## config.mk

```make
export PLATFORM = sky130hd
export DESIGN_NAME = clip_mem_sequencer
export DESIGN_NICKNAME = d
export VERILOG_FILES = /design/src/rtl/clip_mem_sequencer.sv
export SDC_FILE = /design/constraint.sdc
export NUM_CORES = 1
export LEC_CHECK = 0
export CORE_MARGIN = 2
export CORE_UTILIZATION = 25
export CTS_BUF_LIST = sky130_fd_sc_hd__clkbuf_8 sky130_fd_sc_hd__clkbuf_16
export DETAILED_ROUTE_END_ITERATION = 8
export GPL_TIMING_DRIVEN = 0
export PLACE_DENSITY_LB_ADDON = 0.25
export SLEW_MARGIN = 20
export SYNTH_ARGS = -nofsm -noshare
export SYNTH_HDL_FRONTEND = slang
export SYNTH_SLANG_ARGS = --single-unit
```

## constraint.sdc

```tcl
create_clock -name clock -period 4.9 [get_ports clock]
set_input_delay 1.47 -clock clock [delete_from_list [all_inputs] [get_ports clock]]
set_output_delay 1.47 -clock clock [all_outputs]
set_load 0.01 [all_outputs]
```

## src/rtl/clip_mem_sequencer.sv

```systemverilog
// clip_mem_sequencer: moves one clip of samples between des/ser and clip memory, pulses seconds2 on completion
// Ports:
//   clock, reset_n           rising-edge clock, synchronous active-low reset
//   timer                    session active from controller
//   memoryselect_clip_1      [1] clip block, [0] 1=record 0=play
//   seriena, deseriena       play / record session enables
//   des_valid/ready/data     deserializer sample handshake
//   ser_valid/ready/data     serializer sample handshake
//   mem_addr/we/wdata/re/rdata  clip memory port, rdata one cycle after mem_re
//   seconds2                 one-cycle clip-complete pulse
//   seq_err                  sticky illegal-enable flag
//   peak_level               max recorded sample when CLIP_PEAK_EN is defined, else 0
module clip_mem_sequencer #(
    parameter int DATA_W       = 8,
    parameter int OFS_W        = 14,
    parameter int CLIP_SAMPLES = 16000
) (
    input  logic              clock,
    input  logic              reset_n,
    input  logic              timer,
    input  logic [1:0]        memoryselect_clip_1,
    input  logic              seriena,
    input  logic              deseriena,
    input  logic              des_valid,
    output logic              des_ready,
    input  logic [DATA_W-1:0] des_data,
    output logic              ser_valid,
    input  logic              ser_ready,
    output logic [DATA_W-1:0] ser_data,
    output logic [OFS_W:0]    mem_addr,
    output logic              mem_we,
    output logic [DATA_W-1:0] mem_wdata,
    output logic              mem_re,
    input  logic [DATA_W-1:0] mem_rdata,
    output logic              seconds2,
    output logic              seq_err,
    output logic [DATA_W-1:0] peak_level
);
    typedef enum logic [2:0] {IDLE, REC, RD_ISSUE, RD_WAIT, PLAY_OUT, DONE, RELEASE} state_t;
    localparam logic [OFS_W-1:0] LAST = OFS_W'(CLIP_SAMPLES - 1);
    state_t           state;
    logic             blk;
    logic [OFS_W-1:0] offset;
    logic             rec_go;
    logic             play_go;
    always_comb begin
        rec_go    = timer && deseriena && !seriena && memoryselect_clip_1[0];
        play_go   = timer && seriena && !deseriena && !memoryselect_clip_1[0];
        des_ready = state == REC;
        ser_valid = state == PLAY_OUT;
        seconds2  = state == DONE;
        mem_re    = state == RD_ISSUE;
        mem_we    = des_ready && des_valid;
        mem_addr  = (mem_we || mem_re) ? {blk, offset} : '0;
        mem_wdata = mem_we ? des_data : '0;
    end
    // A transfer on the same cycle timer falls still completes, but the
    // abort path wins so no seconds2 pulse is produced.
    always_ff @(posedge clock) begin
        if (!reset_n) begin
            state    <= IDLE;
            blk      <= 1'b0;
            offset   <= '0;
            ser_data <= '0;
            seq_err  <= 1'b0;
        end else begin
            case (state)
                IDLE: begin
                    if (rec_go) begin
                        state <= REC;
                        blk   <= memoryselect_clip_1[1];
                    end else if (play_go) begin
                        state <= RD_ISSUE;
                        blk   <= memoryselect_clip_1[1];
                    end else if (timer) begin
                        seq_err <= 1'b1;
                        state   <= RELEASE;
                    end
                end
                REC: begin
                    if (!timer) begin
                        state  <= IDLE;
                        offset <= '0;
                    end else if (des_valid) begin
                        offset <= (offset == LAST) ? '0 : offset + 1'b1;
                        state  <= (offset == LAST) ? DONE : REC;
                    end
                end
                RD_ISSUE: begin
                    state  <= timer ? RD_WAIT : IDLE;
                    offset <= timer ? offset : '0;
                end
                RD_WAIT: begin
                    ser_data <= mem_rdata;
                    state    <= timer ? PLAY_OUT : IDLE;
                    offset   <= timer ? offset : '0;
                end
                PLAY_OUT: begin
                    if (!timer) begin
                        state  <= IDLE;
                        offset <= '0;
                    end else if (ser_ready) begin
                        offset <= (offset == LAST) ? '0 : offset + 1'b1;
                        state  <= (offset == LAST) ? DONE : RD_ISSUE;
                    end
                end
                DONE:    state <= RELEASE;
                RELEASE: state <= timer ? RELEASE : IDLE;
                default: state <= IDLE;
            endcase
        end
    end
`ifdef CLIP_PEAK_EN
    always_ff @(posedge clock) begin
        if (!reset_n)
            peak_level <= '0;
        else if (state == IDLE && rec_go)
            peak_level <= '0;
        else if (mem_we && des_data > peak_level)
            peak_level <= des_data;
    end
`else
    assign peak_level = '0;
`endif
endmodule

```

==> impl_metrics.json, run 1 <==
{
  "placed_cell_area_sq_um": 2470,
  "first_pass_detailed_route_iteration_total": 4,
  "crit_arrival_ns": 3.32,
  "grt_overflow": 0,
  "slew-limit-headroom_pct": 62.6,
  "clock_insertion_delay_worst_skew_ns": 0.28,
  "sequentialPowerShare_pct": 32.6,
  "power.share.clock_pct": 17.2,
  "num_rows": 30,
  "outcome": "completed",
  "cp.buffers_inverters": 3,
  "setup_crit_end_kind": "output pin",
  "wire_per_inst_um": 12.5,
  "min_period_over_period_pct": 97.8,
  "path_clk_slew_ns": 0.10,
  "timing_max_transition_violations_final": 0,
  "fraction_of_registers_with_async_set_reset_pct": 0,
  "ys_top_cells_by_area": "dfxtp_1 (31%), and2_1 (6.1%), mux2i_1 (5.2%)",
  "finalWirelength_mm": 4.72,
  "tightest_slew_ns": 0.561,
  "synth_enable_flop_cells": 0,
  "finalCriticalPeriod_ns": 4.79,
  "drt.antenna.violating_nets": 0,
  "p_sw_share_pct": 40.8,
  "timing.critical_path.from_type": "input pin",
  "drive_gt1_share_pct": 9.40,
  "worst_path_dominant_cell_family": "buffers and inverters",
  "htree_num_levels": 1,
  "core_area_sq_um": 6760,
  "first_iter_violations": 112,
  "aggregate_negative_setup_slack_ns": 0,
  "layout.cell_area.non_filler_sq_um": 2540,
  "pwr-share-comb_pct": 50.2,
  "crit_required_ns": 3.43,
  "worst_hold_path_type": "register to register",
  "portBuffers": 61,
  "pwr_density_cell_nw_per_um2": 306,
  "syn-mean-instance-area_sq_um": 7.74,
  "drt_drc_violations_left": 0,
  "gp_routability_congestion": 0.855,
  "min_delay_path_depth": 2,
  "ir_drop_uv": 130,
  "groute.usage.overall_pct": 12.5,
  "timing.hold.worst_endpoint": "ser_data[3]",
  "yosys.area.top_type": "dfxtp_1",
  "die-width_um": 87.3,
  "boundaryPins": 70,
  "yosys.area.top_type_share_pct": 31.2,
  "synth.distinct_cells": 48,
  "cpPeakStageDelay_ns": 0.61,
  "start_util_pct": 25.7,
  "layout-area-overhead-vs-synth_pct": 46.4,
  "root_cell_of_the_clock_tree": "clkbuf_8",
  "number_of_standard_cells_in_the_layout_taps_in_and_fillers_out": 378,
  "cts.path.max_buffers": 2,
  "cellInternalPower_w": 0.000460,
  "rr_startpoint": "offset[0]",
  "final_nets": 325,
  "pleak_nw": 1.02,
  "final-setup-viol-count": 0,
  "synthFlopType": "dfxtp_1",
  "grt_first_pass_wirelength_mm": 7.69,
  "max-cap-violations": 0,
  "placed_cells": 372,
  "dieHeight_um": 87.3,
  "rr_worst_depth": 7,
  "synth-warning-count": 0,
  "vias_in_the_first_global_route": 1685,
  "finalClockSkew_ns": 0.00452,
  "criticalPathCategory": "input pin to output pin",
  "timing_hold_violations_final": 0,
  "critical_path.most_common_cell": "clkdlybuf4s50_1",
  "critPathLaunch": "des_valid",
  "syn_area_sq_um": 1730,
  "hold-worst-slack_ns": 0.501,
  "num_antenna_cells": 0,
  "slowest_stage": "clkdlybuf4s50_1",
  "yosys_register_bits": 27,
  "dp_hpwl_mm": 3.55,
  "synthesis.instances": 224,
  "clock_tree_from_tritoncts": "done",
  "fillCellCount": 730,
  "crit_chain": "clkdlybuf4s50_1 -> a21oi_1 -> nor2_2 -> clkbuf_4 -> and2_1 -> clkdlybuf4s50_1",
  "timing.reg2reg.setup_slack_ns": 2.84,
  "synth_seq_area_share_pct": 31.2,
  "number_of_vias_after_detailed_routing": 1790,
  "max_freq_ghz": 0.209,
  "grt_antenna_before_repair": 0,
  "detail_route.vias_per_cell": 4.74,
  "dieArea_sq_um": 7620,
  "switchingPower_w": 0.000317,
  "cts_num_sinks": 27,
  "path_max_fanout": 10,
  "rsz0062_at_grt": "false",
  "reg_to_reg_critical_path_endpoint": "offset[5]",
  "worstHoldStart": "ser_data[3]",
  "pin_count_of_the_biggest_net_entering_global_routing": 16,
  "cts_buffers": 3
}
[worst max path at each step]
stage / to / slack [ns] / cells after the start
finish: mem_addr[8] / 0.11 / 6
global route: mem_addr[8] / 0.02 / 6
CTS: mem_addr[8] / 0.02 / 6
detailed placement: mem_addr[8] / -0.23 / 6
global placement: mem_addr[11] / -0.16 / 6
floorplan: mem_addr[10] / 1.34 / 4
[per-layer routing]
metal / vias up / global-route usage (%) / share of wire (%)
li1: 931 / - / -
met2: 57 / 20.8 / 45
met1: 798 / 16.0 / 46
met3: 4 / 3.22 / 7.8
met5: - / 0 / 0
met4: 0 / 2.94 / 0.83
[logic make-up after synthesis]
group | after synthesis | share of synthesized area [%]
AND/OR/NAND/NOR | 114 | 37.5
AO/OA/AOI/OAI | 44 | 16.5
flip-flops | 27 | 31.2
buffers and inverters | 26 | 7.65
multiplexers | 9 | 5.20
XOR/XNOR | 2 | 1.01
adder cells (fa/ha/maj) | 1 | 0.721
other | 1 | 0.216
[power groups by stage]
| stage | clock network (W) | logic, W | registers, W |
|---|---|---|---|
| floorplan | 0 | 0.000249 | 0.000255 |
| global placement | 0 | 0.000372 | 0.000258 |
| detailed placement | 0 | 0.000373 | 0.000258 |
| CTS | 0.000138 | 0.000381 | 0.000253 |
| global route | 0.000147 | 0.000435 | 0.000256 |
| finish | 0.000134 | 0.000390 | 0.000253 |
[cell type report]
| class | count | area [sq um] | share of cell area [%] |
|---|---|---|---|
| tap | 80 | 100 | 3.94 |
| multi-input combinational | 178 | 1090 | 42.9 |
| timing repair buffer | 63 | 626 | 24.6 |
| buffer | 22 | 121 | 4.78 |
| sequential | 27 | 541 | 21.3 |
| inverter | 4 | 15.0 | 0.591 |
| clock buffer | 3 | 41.3 | 1.63 |
| clock inverter | 1 | 5.00 | 0.197 |
[worst reg2reg max path: cells and delay by family (launching register included)]
kind                     cells  cell delay, ns
adder cells (fa/ha/maj)      1            0.23
AO/OA/AOI/OAI                2            0.25
AND/OR/NAND/NOR              3            0.83
flip-flops                   1            0.43
buffers and inverters        1            0.22
[registers in the layout (all words and copies together), names as in the netlist]
register and cells:
offset 14, ser_data 8, state 3, blk 1, seq_err 1
[cells in the mapped netlist (all sizes together), types with 4 or more instances]
library cell	count
nor3	9
nor2	24
a21oi	16
buf	12
nand3	8
nor2b	5
o21ai	11
dfxtp	27
inv	4
clkbuf	10
and3	11
and2	17
mux2i	9
nand2b	6
nand2	16
[repair_timing]
action,in CTS,in global routing
endpoints found under the setup margin,10,10
gates resized for setup,3,0
hold buffers,0,0
setup buffers,0,2
pin swaps,0,1
hold endpoints to repair,0,0
[placed cells by master, fill, tap and decap left out, types with 5 or more instances in the layout]
cell type / instances
conb_1: 8
mux2i_1: 9
clkdlybuf4s50_1: 61
buf_4: 10
nor2b_1: 5
dfxtp_1: 27
nand3_1: 7
o21ai_0: 7
nor3_1: 9
nand2b_1: 5
nand2_1: 16
and3_1: 10
clkbuf_1: 9
a21oi_1: 16
and2_1: 17
nor2_1: 20
[stage by stage]
stage | power [W] | utilization [%] | setup slack [ns]
5_1_grt | 0.000838 | 37.6 | 0.0214
3_3_place_gp | 0.000630 | 36.6 | -0.156
6_report | 0.000777 | 37.6 | 0.109
2_1_floorplan | 0.000504 | - | 1.34
4_1_cts | 0.000771 | 37.4 | 0.0196
3_5_place_dp | 0.000631 | 36.6 | -0.229
Note: power is estimated with default switching activity, not from simulation.
==> run 2, diff against run 1 <==
--- a/config.mk
+++ b/config.mk
@@ -6,7 +6,7 @@
 export NUM_CORES = 1
 export LEC_CHECK = 0
 export CORE_MARGIN = 2
-export CORE_UTILIZATION = 25
+export CORE_UTILIZATION = 30
 export CTS_BUF_LIST = sky130_fd_sc_hd__clkbuf_8 sky130_fd_sc_hd__clkbuf_16
 export DETAILED_ROUTE_END_ITERATION = 8
 export GPL_TIMING_DRIVEN = 0
==> run 2 against run 1 <==
  * Utilization grew 7.9 points
  * Design area down 0.69%
  * First-iteration DRC count shrank 5.4%
  * Sequential cell count unchanged
  * Clock skew about the same
  * Total power decreased by 0.28%
  * Critical path depth did not move
  * Largest cell class unchanged
  * Final cell count is 2.4% lower
  * Routed wire length shrank 0.11%
  * Setup slack gained 0.33 ns
  * Worst hold slack worse by 0.0093 ns
  * Largest power group unchanged
==> impl_metrics.json, run 2 (synthesis results as in run 1) <==
{
  "outcome": "completed",
  "detail_route.wirelength.met1_mm": 2.18,
  "num_rows": 27,
  "criticalPathCategory": "input pin to output pin",
  "dr.max_layer_used": "met4",
  "layout-area-overhead-vs-synth_pct": 45.4,
  "worstHoldStart": "seq_err",
  "layout.cell_area.non_filler_sq_um": 2520,
  "min_period_over_period_pct": 91.0,
  "dieArea_sq_um": 6400,
  "first_pass_detailed_route_iteration_total": 4,
  "finalCriticalPeriod_ns": 4.46,
  "core_area_sq_um": 5540,
  "rsz0062_at_grt": "false",
  "slew-limit-headroom_pct": 63.0,
  "grt_overflow": 0,
  "number_of_vias_after_detailed_routing": 1832,
  "boundaryPins": 70,
  "start_util_pct": 31.3,
  "timing_hold_violations_final": 0,
  "setup_crit_end_kind": "output pin",
  "clock_insertion_delay_worst_skew_ns": 0.29,
  "largest_register_ffs": 14,
  "detail_route.vias_per_cell": 4.96,
  "pin_count_of_the_biggest_net_entering_global_routing": 16,
  "timing.critical_path.from_type": "input pin",
  "critPathLaunch": "des_valid",
  "placed_cell_area_sq_um": 2460,
  "dieHeight_um": 80.0,
  "drt.antenna.violating_nets": 0,
  "hold-worst-slack_ns": 0.492,
  "final_nets": 324,
  "worst_hold_path_type": "register to register",
  "max_freq_ghz": 0.224,
  "mostFrequentLayoutCell": "clkdlybuf4s50_1",
  "grt_first_pass_wirelength_mm": 7.50,
  "pleak_nw": 1.03,
  "path_max_fanout": 10,
  "vias_in_the_first_global_route": 1614,
  "htree_num_levels": 1,
  "portBuffers": 61,
  "holdBufCountCts": 0,
  "pwr_density_cell_nw_per_um2": 308,
  "timing_max_transition_violations_final": 0,
  "max-cap-violations": 0,
  "num_antenna_cells": 0,
  "finalWirelength_mm": 4.71,
  "cts_buffers": 3,
  "final-setup-viol-count": 0,
  "tightest_slew_ns": 0.555,
  "root_cell_of_the_clock_tree": "clkbuf_8",
  "finalClockSkew_ns": 0.00463,
  "drt_drc_violations_left": 0,
  "cts.path.max_buffers": 2,
  "first_iter_violations": 106,
  "dr_wl_met3_um": 426,
  "drive_gt1_share_pct": 9.09,
  "crit_required_ns": 3.43,
  "final_cell_mix": "clkdlybuf4s50_1 (60), dfxtp_1 (27), nor2_1 (20)",
  "cts_num_sinks": 27,
  "dp_hpwl_mm": 3.48,
  "crit_arrival_ns": 2.99,
  "rr_startpoint": "offset[0]",
  "die-width_um": 80.0,
  "dr_wl_met2_mm": 2.07,
  "reg.largest.list": "offset: 14 flops, ser_data: 8 flops, state: 3 flops",
  "ir_drop_uv": 145,
  "grt_antenna_before_repair": 0,
  "wire_per_inst_um": 12.8,
  "registers.top_by_ff_count": "offset",
  "clock_tree_from_tritoncts": "done",
  "path_clk_slew_ns": 0.10,
  "groute.usage.overall_pct": 14.4,
  "gp_routability_congestion": 0.883
}
run 2: cell count changes in the layout (fill, tap and decap cells not counted):
cell | previous run | this run
buf_2 | 4 | 5
buf_4 | 10 | 9
clkbuf_4 | 1 | 0
clkdlybuf4s50_1 | 61 | 60
dlymetal6s2s_1 | 0 | 1
run 2: final cells by class:
| class | instances | area [sq um] |
|---|---|---|
| plain buffers | 22 | 119 |
| clock buffers | 3 | 41.3 |
| clock inverters | 1 | 5.00 |
| fillers | 588 | 3020 |
| inverters | 4 | 15.0 |
| multi-input cells | 178 | 1090 |
| flip-flops and latches | 27 | 541 |
| well taps | 72 | 90.1 |
| repair buffers | 62 | 621 |
run 2: where the power goes:
group	total [W]	internal [W]	switching [W]	leakage [nW]
clock	0.000137	0.0000574	0.0000794	0.0255
combinational	0.000386	0.000160	0.000226	0.783
sequential	0.000253	0.000236	0.0000169	0.218
run 2: stage by stage:
step,worst slack [ns],util (%),setup TNS [ns],instances,power (W)
after floorplan,1.34,-,0,231,0.000504
after global placement,-0.131,44.4,-1.22,364,0.000626
after detailed placement,-0.121,44.4,-1.17,364,0.000628
after CTS,0.0596,45.3,0,368,0.000767
after global routing,0.331,45.5,0,369,0.000830
final,0.443,45.5,0,369,0.000775
run 2: final timing paths:
| path | slack, ns | cells after the start | end |
|---|---|---|---|
| worst min-delay path | 0.49 | 2 | seq_err |
| worst max-delay path | 0.44 | 6 | mem_addr[3] |
| worst max register to register | 2.80 | 7 | offset[5] |
| worst min register to register | 0.49 | 2 | seq_err |
run 2: layer usage:
layer	track usage [%]	up-vias
met4	2.54	0
met2	22.8	72
met5	0	-
li1	-	929
met1	19.7	828
met3	3.85	3
run 2: what timing repair did:
item	CTS	global route
endpoints found under the setup margin	10	10
resized for setup	2	2
pin swaps	0	1
buffers inserted	0	1
run 2: critical path, stage by stage:
cell and delay, ns:
dlymetal6s2s_1 0.23, a21oi_1 0.16, nor2_2 0.23, buf_2 0.23, and2_1 0.14, clkdlybuf4s50_1 0.53
